$ cat config.mk
export PLATFORM = sky130hd
export DESIGN_NAME = measure_scheduler_flat
export DESIGN_NICKNAME = d
export VERILOG_FILES = /design/src/rtl/measure_scheduler_pkg.sv /design/src/rtl/measure_scheduler_if.sv /design/src/rtl/measure_scheduler_tracker.sv /design/src/rtl/measure_scheduler.sv /design/src/flat_wrapper.sv
export SDC_FILE = /design/constraint.sdc
export NUM_CORES = 1
export LEC_CHECK = 0
export ABC_CLOCK_PERIOD_IN_PS = 7740
export BUFFER_PORTS_ARGS = -buffer_cell sky130_fd_sc_hd__buf_2
export CORE_MARGIN = 2
export CORE_UTILIZATION = 59
export DETAILED_ROUTE_END_ITERATION = 8
export GPL_ROUTABILITY_DRIVEN = 0
export HOLD_SLACK_MARGIN = 0.06
export PLACE_DENSITY = 0.85
export SLEW_MARGIN = 20
export SYNTH_ARGS = -nofsm -noshare
export SYNTH_HDL_FRONTEND = slang
export SYNTH_SLANG_ARGS = --single-unit
$ cat constraint.sdc
create_clock -name clk -period 7.74 [get_ports clk]
set_input_delay 0.387 -clock clk [delete_from_list [all_inputs] [get_ports clk]]
set_output_delay 0.387 -clock clk [all_outputs]
set_load 0.01 [all_outputs]
$ cat src/rtl/measure_scheduler_pkg.sv
// measure_scheduler_pkg: scheduler state encoding and channel priority encoder
package measure_pkg;
  typedef enum logic [2:0] {IDLE, SETTLE, SAMPLE, REPORT, END} state_t;
  // Lowest set bit of mask at or above index from, or -1 when none remains
  function automatic int next_set(input logic [31:0] mask, input int from);
    next_set = -1;
    for (int i = 31; i >= 0; i--)
      if (i >= from && mask[i]) next_set = i;
  endfunction
endpackage

$ cat src/rtl/measure_scheduler_if.sv
// measure_scheduler_if: control, ADC sample and result bundle of the scheduler
interface measure_scheduler_if #(
  parameter int N        = 8,
  parameter int CHANNELS = 4,
  parameter int CH_W     = 2,
  parameter int DIV_W    = 16
);
  logic                  start;
  logic                  abort;
  logic                  cont;
  logic [CHANNELS-1:0]   ch_mask;
  logic [DIV_W-1:0]      sample_div;
  logic [CHANNELS*N-1:0] adc_data;
  logic                  busy;
  logic [CH_W-1:0]       ch_sel;
  logic                  res_valid;
  logic [CH_W-1:0]       res_ch;
  logic [N-1:0]          res_vpp;
  logic [N-1:0]          res_dc;
  logic [CHANNELS*N-1:0] dc_table;
  logic                  done;
  modport master (
    output start, abort, cont, ch_mask, sample_div, adc_data,
    input  busy, ch_sel, res_valid, res_ch, res_vpp, res_dc, dc_table, done
  );
  modport slave (
    input  start, abort, cont, ch_mask, sample_div, adc_data,
    output busy, ch_sel, res_valid, res_ch, res_vpp, res_dc, dc_table, done
  );
endinterface

$ cat src/rtl/measure_scheduler_tracker.sv
// window_peak_tracker: running unsigned max/min of the samples in one window
module window_peak_tracker #(
  parameter int N = 8
) (
  input  logic         clk,
  input  logic         rst_n,
  input  logic         clr,
  input  logic         sample_en,
  input  logic [N-1:0] din,
  output logic [N-1:0] max_val,
  output logic [N-1:0] min_val
);
  always_ff @(posedge clk) begin
    if (!rst_n || clr) begin
      max_val <= '0;
      min_val <= '1;
    end else if (sample_en) begin
      if (din > max_val) max_val <= din;
      if (din < min_val) min_val <= din;
    end
  end
endmodule

$ cat src/rtl/measure_scheduler.sv
// measure_scheduler: sweeps enabled ADC channels, reporting vpp and DC per channel
module measure_scheduler
  import measure_pkg::*;
#(
  parameter int N                   = 8,
  parameter int CHANNELS            = 4,
  parameter int CH_W                = 2,
  parameter int SAMPLE_POINTS       = 8,
  parameter int LOG_2_SAMPLE_POINTS = 3,
  parameter int SETTLE_CYC          = 4,
  parameter int DIV_W               = 16
) (
  input logic               clk,
  input logic               rst_n,
  measure_scheduler_if.slave bus
);
  localparam int SET_W = $clog2(SETTLE_CYC + 1);
  state_t                         state, nxt;
  logic [CHANNELS-1:0]            lmask;
  logic [DIV_W-1:0]               ldiv, div_cnt;
  logic [LOG_2_SAMPLE_POINTS-1:0] smp_cnt;
  logic [SET_W-1:0]               set_cnt;
  logic [CH_W-1:0]                ch_sel, first_ch, next_ch;
  logic [CHANNELS*N-1:0]          dc_q;
  logic [N-1:0]                   din, max_val, min_val;
  logic [N:0]                     sum;
  logic                           empty_done, tick, take, last_smp, settle_done, has_next, rep;
  assign first_ch    = CH_W'(next_set(32'(bus.ch_mask), 0));
  assign next_ch     = CH_W'(next_set(32'(lmask), int'(ch_sel) + 1));
  assign has_next    = next_set(32'(lmask), int'(ch_sel) + 1) >= 0;
  assign settle_done = set_cnt == SET_W'(SETTLE_CYC - 1);
  assign tick        = div_cnt == ldiv;
  assign take        = state == SAMPLE && tick;
  assign last_smp    = smp_cnt == LOG_2_SAMPLE_POINTS'(SAMPLE_POINTS - 1);
  assign rep         = state == REPORT;
  assign din         = bus.adc_data[ch_sel*N +: N];
  // Widened sum keeps the carry so the midpoint never wraps
  assign sum         = {1'b0, max_val} + {1'b0, min_val};
  window_peak_tracker #(.N(N)) u_tracker (
    .clk      (clk),
    .rst_n    (rst_n),
    .clr      (state == SETTLE),
    .sample_en(take),
    .din      (din),
    .max_val  (max_val),
    .min_val  (min_val)
  );
  always_ff @(posedge clk) begin
    if (!rst_n) state <= IDLE;
    else        state <= nxt;
  end
  always_comb begin
    nxt = state;
    case (state)
      IDLE:    nxt = bus.start && |bus.ch_mask ? SETTLE : IDLE;
      SETTLE:  nxt = settle_done ? SAMPLE : SETTLE;
      SAMPLE:  nxt = take && last_smp ? REPORT : SAMPLE;
      REPORT:  nxt = has_next ? SETTLE : END;
      END:     nxt = bus.cont && |bus.ch_mask ? SETTLE : IDLE;
      default: nxt = IDLE;
    endcase
    if (bus.abort) nxt = IDLE;
  end
  always_ff @(posedge clk) begin
    if (!rst_n) begin
      lmask      <= '0;
      ldiv       <= '0;
      ch_sel     <= '0;
      div_cnt    <= '0;
      smp_cnt    <= '0;
      set_cnt    <= '0;
      dc_q       <= '0;
      empty_done <= 1'b0;
    end else begin
      empty_done <= state == IDLE && bus.start && !(|bus.ch_mask) && !bus.abort;
      set_cnt    <= state == SETTLE ? set_cnt + 1'b1 : '0;
      div_cnt    <= state == SAMPLE && !tick ? div_cnt + 1'b1 : '0;
      smp_cnt    <= state == SAMPLE ? smp_cnt + LOG_2_SAMPLE_POINTS'(take) : '0;
      if (nxt == SETTLE && (state == IDLE || state == END)) begin
        lmask  <= bus.ch_mask;
        ldiv   <= bus.sample_div;
        ch_sel <= first_ch;
      end else if (rep && nxt == SETTLE) begin
        ch_sel <= next_ch;
      end
      if (rep && !bus.abort) dc_q[ch_sel*N +: N] <= sum[N:1];
    end
  end
  assign bus.busy      = state == SETTLE || state == SAMPLE || rep;
  assign bus.ch_sel    = ch_sel;
  assign bus.res_valid = rep;
  assign bus.res_ch    = rep ? ch_sel : '0;
  assign bus.res_vpp   = rep ? max_val - min_val : '0;
  assign bus.res_dc    = rep ? sum[N:1] : '0;
  assign bus.dc_table  = dc_q;
  assign bus.done      = state == END || empty_done;
endmodule
$ cat src/flat_wrapper.sv
// flat-port wrapper written by rule: the top's interface ports become plain ports
module measure_scheduler_flat import measure_pkg::*;
#(
  parameter int N                   = 8,
  parameter int CHANNELS            = 4,
  parameter int CH_W                = 2,
  parameter int SAMPLE_POINTS       = 8,
  parameter int LOG_2_SAMPLE_POINTS = 3,
  parameter int SETTLE_CYC          = 4,
  parameter int DIV_W               = 16
)
  (clk, rst_n, bus_start, bus_abort, bus_cont, bus_ch_mask, bus_sample_div, bus_adc_data, bus_busy, bus_ch_sel, bus_res_valid, bus_res_ch, bus_res_vpp, bus_res_dc, bus_dc_table, bus_done);
  measure_scheduler_if #(.N(N), .CHANNELS(CHANNELS), .CH_W(CH_W), .DIV_W(DIV_W)) bus_i ();
  input logic clk;
  input logic rst_n;
  input wire logic [$bits(bus_i.start)-1:0] bus_start;
  input wire logic [$bits(bus_i.abort)-1:0] bus_abort;
  input wire logic [$bits(bus_i.cont)-1:0] bus_cont;
  input wire logic [$bits(bus_i.ch_mask)-1:0] bus_ch_mask;
  input wire logic [$bits(bus_i.sample_div)-1:0] bus_sample_div;
  input wire logic [$bits(bus_i.adc_data)-1:0] bus_adc_data;
  output wire logic [$bits(bus_i.busy)-1:0] bus_busy;
  output wire logic [$bits(bus_i.ch_sel)-1:0] bus_ch_sel;
  output wire logic [$bits(bus_i.res_valid)-1:0] bus_res_valid;
  output wire logic [$bits(bus_i.res_ch)-1:0] bus_res_ch;
  output wire logic [$bits(bus_i.res_vpp)-1:0] bus_res_vpp;
  output wire logic [$bits(bus_i.res_dc)-1:0] bus_res_dc;
  output wire logic [$bits(bus_i.dc_table)-1:0] bus_dc_table;
  output wire logic [$bits(bus_i.done)-1:0] bus_done;
  assign bus_i.start = bus_start;
  assign bus_i.abort = bus_abort;
  assign bus_i.cont = bus_cont;
  assign bus_i.ch_mask = bus_ch_mask;
  assign bus_i.sample_div = bus_sample_div;
  assign bus_i.adc_data = bus_adc_data;
  assign bus_busy = bus_i.busy;
  assign bus_ch_sel = bus_i.ch_sel;
  assign bus_res_valid = bus_i.res_valid;
  assign bus_res_ch = bus_i.res_ch;
  assign bus_res_vpp = bus_i.res_vpp;
  assign bus_res_dc = bus_i.res_dc;
  assign bus_dc_table = bus_i.dc_table;
  assign bus_done = bus_i.done;
  measure_scheduler #(.N(N), .CHANNELS(CHANNELS), .CH_W(CH_W), .SAMPLE_POINTS(SAMPLE_POINTS), .LOG_2_SAMPLE_POINTS(LOG_2_SAMPLE_POINTS), .SETTLE_CYC(SETTLE_CYC), .DIV_W(DIV_W)) u_core (.clk(clk), .rst_n(rst_n), .bus(bus_i));
endmodule
==> summary.md <==
| Metric | Value |
|---|---|
| Worst Setup End Kind | `flip-flop` |
| Number of global-route vias before repair | `4478` |
| Slew Limit Fails | `0` |
| DRC | `0` |
| Most common flop cell mapped by yosys | `dfxtp_1` |
| Clk_skew | `0.0114 ns` |
| Per-cell routed wire length | `16.4 um` |
| Hold Vio Cnt, Final | `0` |
| Hold/Removal Path Class | `in2reg` |
| Die H | `98.9 um` |
| Seq cells post-synth | `96` |
| Setup_tns | `0 ns` |
| CTS tree | `yes` |
| Synth async-reset ratio | `0%` |
| Total power | `918 uW` |
| Most frequent cells in the layout | `111 x buf_2, 96 x dfxtp_1, 78 x nor2_1, 60 x nand2_1` |
| Synth-to-Final Area Change | `14.0%` |
| Max cap viols | `0` |
| H-Tree Depth | `3` |
| Die area | `9780 um^2` |
| Status | `completed` |
| First-pass GRT wire length | `21700 um` |
| CTS resizes | `0` |
| Slew of the pin with the lowest slew margin | `0.923 ns` |
| # IOs | `112` |
| Post-route ant nets | `0` |
| Starting Density | `60.9%` |
| # clock sinks | `96` |
| Antenna violations before repair | `0` |
| Final worst-path cycle share | `48.9%` |
| CTS Hold Bufs | `0` |
| DRT iter0 DRCs | `316` |
| Pwr Density | `152 nW/um^2` |
| Hpwl dp | `10100 um` |
| Num CTS Buffers | `9` |
| Final WL | `13400 um` |
| Crit-path cells | `mux4_2 -> ha_1 -> and3_1 -> a221o_1 -> a21oi_1 -> nor4b_4 -> mux2i_1 -> nand2_1` |
| Synth top area share | `36.2%` |
| Syn avg cell area | `8.82 um^2` |
| # diodes | `0` |
| Yosys Warn Count | `0` |
| Detailed Routing Iterations Pass 1 | `5` |
| Mapped cell area | `5310 um^2` |
| Row count | `34` |
| Worst skew pair latency | `0.37 ns` |
| Relative slew slack | `38.3%` |
| Crit-path max FO | `16` |
| Critical path class | `reg2reg` |
| Setup bufs post-CTS | `0` |
| Setup crit start kind | `flip-flop` |
| Nets | `801` |
| Unique cell type count in the Yosys netlist | `59` |
| Grt ovf | `0` |
| Worst-path clk slew | `0.10 ns` |
| Largest net degree at the start of global routing | `60` |
| GRT Total Usage | `27.3%` |
| Post-synth top area cell | `dfxtp_1` |
| Max Clock Freq | `264 MHz` |
| Critical Path AT | `4.04 ns` |
| Port Buffers | `111` |
| Vias | `4766` |
| Number of synthesized flops with an enable pin | `0` |
| Slowest-stage cell, CP | `dfxtp_1` |
| Clk root buf | `clkbuf_8` |
| Mapped Nets | `702` |
| RSZ-0062 raised after global routing | `no` |
| Worst vdd ir | `0.000113 V` |
| Top cells by area, synth | `dfxtp_1 36%, ha_1 9.7%, nor2_1 5.5%, nand2_1 4.2%, xor2_1 4.0%` |
| Register area share after synthesis | `36.2%` |
| Data required time at the worst endpoint | `8.00 ns` |
| Layout cells sized above 1 | `21.2%` |
| DIE WIDTH | `98.9 um` |
| CP peak stage delay | `0.89 ns` |
| Synth Instances | `602` |
| Pleak | `0.00273 uW` |
| Core footprint | `8720 um^2` |
| Setup violators final | `0` |
| Min cycle time layout | `3.79 ns` |
| Maximum root-to-sink buffer count | `2` |
| Most common cell after layout, fill and taps aside | `buf_2` |
| Avg Vias per Cell | `5.86` |
synthesized netlist by cell type (2+ instances only):
library cell,number
a21o_1,4
a21oi_1,12
a221oi_1,2
a22oi_1,12
a2bb2oi_1,8
and2_1,5
and3_1,6
and4_1,4
buf_1,2
buf_2,4
buf_6,5
clkbuf_1,12
dfxtp_1,96
fa_1,2
ha_1,41
inv_1,30
mux2i_1,13
mux4_2,8
nand2_1,60
nand2b_1,7
nand3_1,41
nand3b_1,2
nand4_1,7
nor2_1,78
nor2b_1,10
nor3_1,9
nor3b_1,2
nor4_1,4
nor4_2,3
o211ai_1,5
o211ai_2,3
o21ai_0,13
o21ai_1,17
o21bai_1,2
o311ai_1,4
o41a_1,2
or3_1,5
xnor2_1,18
xor2_1,24
routing by layer:
| metal | GRT usage [%] | up-vias | routed length [um] |
|---|---|---|---|
| li1 | - | 2298 | - |
| met1 | 36.6 | 2238 | 5710 |
| met2 | 44.1 | 204 | 6300 |
| met3 | 5.53 | 26 | 1110 |
| met4 | 9.59 | 0 | 260 |
| met5 | 0 | - | 0 |
registers in the layout (all words and copies together) (netlist names), 3 cells and up:
name and cells:
u_core.u_tracker.max_val 8, u_core.set_cnt 3, u_core.div_cnt 16, u_core.lmask 4, u_core.bus.dc_table 32, u_core.state 3, u_core.ldiv 16, u_core.smp_cnt 3
u_core.u_tracker.min_val 8
worst paths after layout:
path / startpoint / endpoint / slack (ns) / cells after the start
worst min register to register: u_core.set_cnt[0]$_SDFF_PN0_ / u_core.set_cnt[0]$_SDFF_PN0_ / 0.43 / 1
worst max register to register: u_core.bus.ch_sel[0]$_SDFFE_PN0P_ / u_core.u_tracker.min_val[0]$_SDFFE_PP1P_ / 3.95 / 8
worst max-delay path: u_core.bus.ch_sel[0]$_SDFFE_PN0P_ / u_core.u_tracker.min_val[0]$_SDFFE_PP1P_ / 3.95 / 8
worst min-delay path: bus_sample_div[8] / u_core.ldiv[8]$_SDFFE_PN0P_ / 0.24 / 3
final cells by class:
| cell class | count | area (um^2) |
|---|---|---|
| fillers | 694 | 2660 |
| clock inverters | 6 | 51.3 |
| clock buffers | 10 | 128 |
| inverters | 30 | 113 |
| flip-flops and latches | 96 | 1920 |
| well taps | 108 | 135 |
| repair buffers | 113 | 571 |
| multi-input cells | 451 | 3140 |
metrics by stage:
step / hold WS, ns / util, % / std cells / area (um^2) / worst slack, ns
2_1_floorplan: 0.398 / - / 602 / 5310 / 4.73
3_3_place_gp: 0.406 / 67.4 / 798 / 5880 / 4.10
3_5_place_dp: 0.424 / 67.4 / 798 / 5880 / 3.85
4_1_cts: 0.237 / 69.4 / 814 / 6060 / 3.84
5_1_grt: 0.248 / 69.5 / 814 / 6060 / 3.75
6_report: 0.242 / 69.5 / 814 / 6060 / 3.95
power breakdown:
group          total [uW]  internal (uW)  switching, uW
Combinational        99.6           42.6           56.9
Sequential            510            501           8.82
Clock                 309            121            187
critical path: cells and delay by family, from the launching register on:
kind	cells	cell delay, ns
adder cells (fa/ha/maj)	1	0.32
AO/OA/AOI/OAI	2	0.48
AND/OR/NAND/NOR	3	1.05
flip-flops	1	0.89
multiplexers	2	0.93
logic make-up (layout without fill, tap and decap cells):
| group | Yosys count | in the layout | share of synthesized area (%) |
|---|---|---|---|
| compound gates | 94 | 94 | 12.5 |
| mux | 21 | 21 | 5.84 |
| simple gates | 250 | 250 | 23.1 |
| xor+xnor | 43 | 43 | 7.23 |
| fa+ha+maj | 43 | 43 | 10.4 |
| buf+inv | 55 | 159 | 4.78 |
| flops | 96 | 96 | 36.2 |
Power figures use the tool's default switching activity.
